## config.mk

```make
export PLATFORM = sky130hd
export DESIGN_NAME = unary_gen_11
export DESIGN_NICKNAME = d
export VERILOG_FILES = /design/src/rtl/unary_gen_11.sv
export SDC_FILE = /design/constraint.sdc
export NUM_CORES = 1
export LEC_CHECK = 0
export ABC_AREA = 1
export BUFFER_PORTS_ARGS = -buffer_cell sky130_fd_sc_hd__buf_2
export CAP_MARGIN = 20
export CORE_MARGIN = 2
export CORE_UTILIZATION = 41
export CTS_CLUSTER_DIAMETER = 80
export DETAILED_ROUTE_END_ITERATION = 7
export HOLD_SLACK_MARGIN = 0.15
export PLACE_DENSITY_LB_ADDON = 0.3
export SLEW_MARGIN = 0
export SYNTH_ARGS = -nofsm -noshare
export SYNTH_HDL_FRONTEND = slang
export SYNTH_SLANG_ARGS = --single-unit
```

## constraint.sdc

```tcl
create_clock -name clk -period 1.9 [get_ports clk]
set_input_delay 0.38 -clock clk [delete_from_list [all_inputs] [get_ports clk]]
set_output_delay 0.38 -clock clk [all_outputs]
set_load 0.01 [all_outputs]
```

## src/rtl/unary_gen_11.sv

```systemverilog
// Unary bitstream generator: emits a FRAME_LEN-bit frame whose count of ones equals
// the captured value, with ones packed at the front (thermometer) or evenly spread.
module unary_gen_11 #(
    parameter int FRAME_LEN = 1024
) (
    input  logic        clk,
    input  logic        rst_n,
    input  logic        en,
    input  logic        load,
    input  logic [10:0] din,
    input  logic        mode,
    output logic        busy,
    output logic        dout,
    output logic        dout_valid,
    output logic        done,
    output logic        sat
);

    localparam int CW = 11;
    localparam logic [0:0]    IDLE   = 1'b0;
    localparam logic [0:0]    RUN    = 1'b1;
    localparam logic [CW-1:0] FL_W   = CW'(FRAME_LEN);
    localparam logic [CW-1:0] LAST_W = CW'(FRAME_LEN - 1);

    logic [0:0]    state_r, state_s;
    logic [CW-1:0] cnt_r, cnt_s;
    logic [CW-1:0] val_r, val_s;
    logic          mode_r, mode_s;
    logic          sat_r, sat_s;
    logic          dout_r, dout_s;
    logic          dout_valid_r, dout_valid_s;
    logic          done_r, done_s;
    logic [9:0]    pos_s;
    logic          bit_s;

    function automatic logic [9:0] bit_rev10(input logic [9:0] x);
        logic [9:0] r;
        for (int i = 0; i < 10; i++) begin
            r[i] = x[9-i];
        end
        return r;
    endfunction

    // Spread mode visits positions in bit-reversed order so ones are evenly interleaved.
    always_comb begin
        if (mode_r) begin
            pos_s = bit_rev10(cnt_r[9:0]);
        end else begin
            pos_s = cnt_r[9:0];
        end
        bit_s = ({1'b0, pos_s} < val_r);
    end

    // Next-state logic; the done cycle stays in RUN so busy drops one cycle after done.
    always_comb begin
        state_s      = state_r;
        cnt_s        = cnt_r;
        val_s        = val_r;
        mode_s       = mode_r;
        sat_s        = sat_r;
        dout_s       = 1'b0;
        dout_valid_s = 1'b0;
        done_s       = 1'b0;
        case (state_r)
            IDLE: begin
                if (load) begin
                    val_s   = (din > FL_W) ? FL_W : din;
                    mode_s  = mode;
                    sat_s   = (din > FL_W);
                    cnt_s   = {CW{1'b0}};
                    state_s = RUN;
                end else begin
                    state_s = IDLE;
                end
            end
            RUN: begin
                if (done_r) begin
                    state_s = IDLE;
                end else if (en) begin
                    dout_s       = bit_s;
                    dout_valid_s = 1'b1;
                    cnt_s        = cnt_r + 11'd1;
                    done_s       = (cnt_r == LAST_W);
                end else begin
                    cnt_s = cnt_r;
                end
            end
            default: begin
                state_s = IDLE;
            end
        endcase
    end

    // State and output registers.
    always_ff @(posedge clk or negedge rst_n) begin
        if (!rst_n) begin
            state_r      <= IDLE;
            cnt_r        <= {CW{1'b0}};
            val_r        <= {CW{1'b0}};
            mode_r       <= 1'b0;
            sat_r        <= 1'b0;
            dout_r       <= 1'b0;
            dout_valid_r <= 1'b0;
            done_r       <= 1'b0;
        end else begin
            state_r      <= state_s;
            cnt_r        <= cnt_s;
            val_r        <= val_s;
            mode_r       <= mode_s;
            sat_r        <= sat_s;
            dout_r       <= dout_s;
            dout_valid_r <= dout_valid_s;
            done_r       <= done_s;
        end
    end

    assign busy       = (state_r == RUN);
    assign dout       = dout_r;
    assign dout_valid = dout_valid_r;
    assign done       = done_r;
    assign sat        = sat_r;

endmodule

```

==> impl_metrics.toml, run 1 <==
[placed_design]
dp.cells = 291
place_congestion = 0.824
dp_hpwl_um = 2690
port_buffers = 20
pre_cts_ws_ns = 0.211

[clocking]
clk_latency_ns = 0.27
cts_made_buffers = 3
cts.path.max_buffers = 2
path_clk_slew_ns = 0.09
htreeDepth = 1
cts_tree = "yes"
cts-root-buf = "clkbuf_8"
cts_setup_buffers = 0
cts.sink_count = 28

[synthesis]
seq_area_frac_synth_pct = 41.2
synth_fp_nets = 253
avgSynthCellArea_um2 = 7.50
synth.distinct_cells = 25
yosys.area_share.adder_pct = 7.35
synth_cells = 227
synth_xor_xnor_area_share_pct = 0
ys_ff_latch = 28
synth-simple-area-share_pct = 28.7
synthesis.area_um2 = 1700
synth_top_family_by_area = "simple AND/OR/NAND/NOR gates"
synth_compound_area_share_pct = 11.7
synth_mux_area_share_pct = 0
synth_warnings = 0

[timing]
fin_crit_sh_pct = 84.4
rsz0062_at_grt = "no"
hold_violations = 0
setup_viol = 0
skew_ns = 0.00365
max_freq_mhz = 624
slew_headroom_pct = 57.6
tns_ns = 0
slew_violations = 0
min_period_ns = 1.60
worst_pin_slew_ns = 0.636
fin_ws_ns = 0.297

[power]
powerDensity_nw_per_um2 = 1430
power.total_mw = 2.70
p_leak_nw = 1.03
peakVddDrop_mv = 0.636

[die]
ios = 21
start_util_pct = 42.5
row_count = 23
die_w_um = 68.4
die_area_um2 = 4680
coreArea_um2 = 4000
die_h_um = 68.4

[routing]
drtIter0Drc = 75
wl_per_cell_um = 11.9
vias = 1477
first_pass_iters = 4
drt-total-wl_um = 3520
via_per_inst = 4.99
detail-route-antenna-nets = 0
drc = 0

[setup_path]
path_cells = "nand2_1 -> o21ai_0 -> ha_1 -> nand2_1 -> nor2_1 -> nand4_1 -> a21oi_1 -> nor2_1"
cp_slowest_cell = "dfrtp_2"
critPathCaptureType = "register"
worstSetupPathType = "reg -> reg"
r2r_setup_slack_ns = 0.30
cp_slowest_stage_delay_ns = 0.51
crit_path_max_fanout = 18
cp.required_ns = 2.06
start_kind = "register"
arrival_ns = 1.77

[finish]
area_delta_synth_final_pct = 11.0
final_layout_size_suffix_gt1_share_pct = 15.0
n_antenna_cell = 0
final_cell_mix = "nand2_1, inv_1, o21ai_0, dfrtp_1, nor2_1"
final_common_cell = "nand2_1"
instances_no_fill = 296
finalNetCount = 273

[global_routing]
grt_pass1_vias = 1437
grt_pass1_wl_um = 6380
track_usage_pct = 18.0
grt_max_degree = 29
grt_overflow_total = 0
antenna_found_initial = 0

[min_path]
hp-class = "in -> reg"

[status]
outcome = "finished clean"

[job]
max_cap_violations = 0
-- what timing repair did --
item | 4_1_cts | 5_1_grt
hold buffers | 1 | 0
endpoints found under the setup margin | 0 | 1
resized for setup | 0 | 1
hold endpoints to repair | 27 | 0
-- report_power, final --
part	internal, mW	switching, mW	total [mW]
combinational	0.461	0.770	1.23
clock	0.185	0.176	0.361
sequential	0.870	0.240	1.11
total	1.52	1.19	2.70
-- metal layers --
layer,vias up,wire [µm],GRT usage (%)
met4,0,20,3.00
met2,26,1670,30.6
met3,2,142,2.47
met5,-,0,0
li1,759,-,-
met1,690,1680,24.4
-- synthesized netlist by cell type (all sizes together) --
cell	instances	area, µm²
dfrtp	28	701
and3	1	6.26
nor3	3	20.0
o21ai	29	149
nor2	28	115
buf	3	21.3
clkbuf	3	21.3
a21oi	10	50.1
nand3	11	70.1
inv	39	146
ha	10	125
nand2	54	220
nand4	8	56.3
-- cell type report --
class                      instances  area (µm²)
multi-input combinational        154         812
fill                             435        2110
inverter                          39         146
tap                               50        62.6
timing repair buffer              21         110
sequential                        28         702
clock buffer                       4        55.1
-- critical path, delay by kind of cell (launching register included) --
family,cells,cell delay (ns)
simple gates,5,0.49
compound gates,2,0.21
fa+ha+maj,1,0.29
flops,1,0.51
-- sequential cells by signal (all words and copies together) (netlist names) --
name,cells
busy,1
cnt_r,11
done,1
dout,1
dout_valid,1
mode_r,1
sat,1
val_r,11
-- kinds of logic after synthesis --
| family | Yosys count |
|---|---|
| AOI/OAI and AO/OA | 39 |
| adders and majority gates | 10 |
| buffers and inverters | 45 |
| DFF | 28 |
| and+or+nand+nor | 105 |
-- path summary, 6_finish.rpt --
check                       start  endpoint  cells past startpoint
setup / recovery           mode_r      dout                      8
hold / removal             din[9]  val_r[9]                      3
setup reg to reg           mode_r      dout                      8
hold reg to reg              done      busy                      1
max in group asynchronous   rst_n    mode_r                      2
min in group asynchronous   rst_n  cnt_r[4]                      2
-- per-stage QoR --
| step | cell area (µm²) | utilization (%) | hold slack (ns) |
|---|---|---|---|
| floorplan | 1700 | - | 0.0844 |
| global placement | 1820 | 45.5 | 0.438 |
| detailed placement | 1820 | 45.5 | 0.441 |
| CTS | 1890 | 47.2 | 0.339 |
| global route | 1890 | 47.2 | 0.348 |
| finish | 1890 | 47.2 | 0.342 |
(Power assumes the default switching activity.)
==> inputs of run 2 (changes only) <==
==> constraint.sdc (replaced) <==
create_clock -name clk -period 1.65 [get_ports clk]
set_input_delay 0.33 -clock clk [delete_from_list [all_inputs] [get_ports clk]]
set_output_delay 0.33 -clock clk [all_outputs]
set_load 0.01 [all_outputs]
==> run 2 against run 1 <==
  * Count of clock-buffer cells in the layout is 1 lower
  * Sequential cell count stayed put
  * Clock skew is 0.0074 ns higher
  * Combinational power is 33% higher
  * First-iteration DRC count is 83% higher
  * Critical path depth is 1 higher
  * Clock power hardly changed
  * Die area stayed put
  * Worst hold slack worse by 0.053 ns
  * Sequential power is 12% higher
  * Global-route usage is 0.29 points lower
  * Non-clock buffer count is 5 higher
  * Highest routed layer unchanged
==> impl_metrics.toml, run 2 (same netlist as run 1, synthesis figures left out) <==
[power]
powerDensity_nw_per_um2 = 1680
p_leak_nw = 1.05
peakVddDrop_mv = 0.717

[timing]
skew_ns = 0.0111
worst_pin_slew_ns = 0.652
slew_headroom_pct = 56.6
setup_viol = 0
fin_crit_sh_pct = 95.5
whs_ns = 0.288
hold_violations = 0
slew_violations = 0
fin_ws_ns = 0.0744
max_freq_mhz = 635
min_period_ns = 1.58

[die]
row_count = 23
die_area_um2 = 4680
die_w_um = 68.4
ios = 21
die_h_um = 68.4
start_util_pct = 42.5
coreArea_um2 = 4000

[finish]
fill_cells = 444
final_cell_mix = "nand2_1, inv_1, dfrtp_1"
area_delta_synth_final_pct = 13.2
multi_input_area_um2 = 815
finalNetCount = 278
final_common_cell = "nand2_1"
regArea_um2 = 702
instances_no_fill = 300
final_layout_size_suffix_gt1_share_pct = 16.8
n_antenna_cell = 0
top_regs = "cnt_r: 11 flops, val_r: 11 flops"

[routing]
dr_wl_met2_um = 1610
drc = 0
wl_per_cell_um = 12.0
drt-total-wl_um = 3590
drtIter0Drc = 137
highest_layer = "met4"
drt-met1-wl_um = 1860
first_pass_iters = 4
via_per_inst = 4.94
wl_met3_um = 88
vias = 1483
detail-route-antenna-nets = 0

[clocking]
htreeDepth = 1
cts-root-buf = "clkbuf_8"
cts.sink_count = 28
cts_tree = "yes"
cts_made_buffers = 3
clk_latency_ns = 0.27
cts.path.max_buffers = 2
path_clk_slew_ns = 0.09

[global_routing]
grt_pass1_wl_um = 6180
grt_pass1_vias = 1374
antenna_found_initial = 0
track_usage_pct = 17.7
grt_max_degree = 29
grt_overflow_total = 0

[setup_path]
start_kind = "register"
path_cells = "buf_12 -> nand2_1 -> o21ai_0 -> ha_1 -> nand2_1 -> nor2_2 -> nand4_1 -> a21oi_1 -> nor2_1"
cp_slowest_cell = "dfrtp_2"
crit_path_max_fanout = 6
critPathCaptureType = "register"
path_delay_family = "flip-flops"
worstSetupPathType = "reg -> reg"
critPathBufInv = 1
crit_path_frequent_cell = "nand2_1"
cp_slowest_stage_delay_ns = 0.46
cp.required_ns = 1.81
arrival_ns = 1.74

[job]
max_cap_violations = 0

[placed_design]
port_buffers = 20
place_congestion = 0.832
dp.cells = 294
pre_cts_ws_ns = -0.0409
dp_hpwl_um = 2670

[min_path]
hp-class = "in -> reg"

[status]
outcome = "finished clean"
run 2: cell count changes in the layout (fill, tap and decap cells not counted), sizes merged:
cell    before  now
buf         20   25
clkbuf       4    3
run 2: worst min-delay path, delay by kind of cell:
kind	cells	cell delay, ns
buffers and inverters	1	0.09
AO/OA/AOI/OAI	1	0.06
AND/OR/NAND/NOR	1	0.05
run 2: timing repair:
action | in CTS | in global routing
gates resized for setup | 1 | 6
pin swaps | 0 | 2
hold endpoints to repair | 28 | 0
hold buffers | 1 | 0
setup buffers | 0 | 2
endpoints found under the setup margin | 1 | 1
run 2: per-layer routing:
layer | global-route usage [%] | up-vias
met5 | 0 | -
li1 | - | 772
met2 | 27.0 | 14
met1 | 25.6 | 695
met4 | 5.25 | 0
met3 | 2.63 | 2
run 2: metrics by stage:
stage / total power, mW / cell area [µm²] / TNS, ns / util (%)
after detailed placement: 2.76 / 1840 / -0.0409 / 46.1
final: 3.23 / 1930 / 0 / 48.2
after floorplan: 2.34 / 1700 / 0 / -
after global placement: 2.73 / 1840 / -0.0108 / 46.1
after global routing: 3.60 / 1930 / -0.0144 / 48.2
after CTS: 3.14 / 1900 / 0 / 47.4
run 2: cell type report:
| class | count | area share (%) |
|---|---|---|
| clock buffers | 3 | 2.14 |
| multi-input cells | 154 | 42.3 |
| inverters | 39 | 7.60 |
| flip-flops and latches | 28 | 36.4 |
| repair buffers | 26 | 8.31 |
| well taps | 50 | 3.25 |
run 2: power by group:
group          internal, mW  switching [mW]
combinational         0.654           0.978
sequential             1.00           0.236
clock                 0.164           0.200
run 2: final timing paths:
check                           slack (ns)  endpoint  cells past startpoint   start
min in group asynchronous             0.61  cnt_r[4]                      2   rst_n
worst min-delay path                  0.29  val_r[9]                      3  din[9]
max in group asynchronous             0.58    mode_r                      2   rst_n
worst max-delay path                  0.07      dout                      9  mode_r
worst max register to register        0.07      dout                      9  mode_r
worst min register to register        0.49       sat                      2     sat
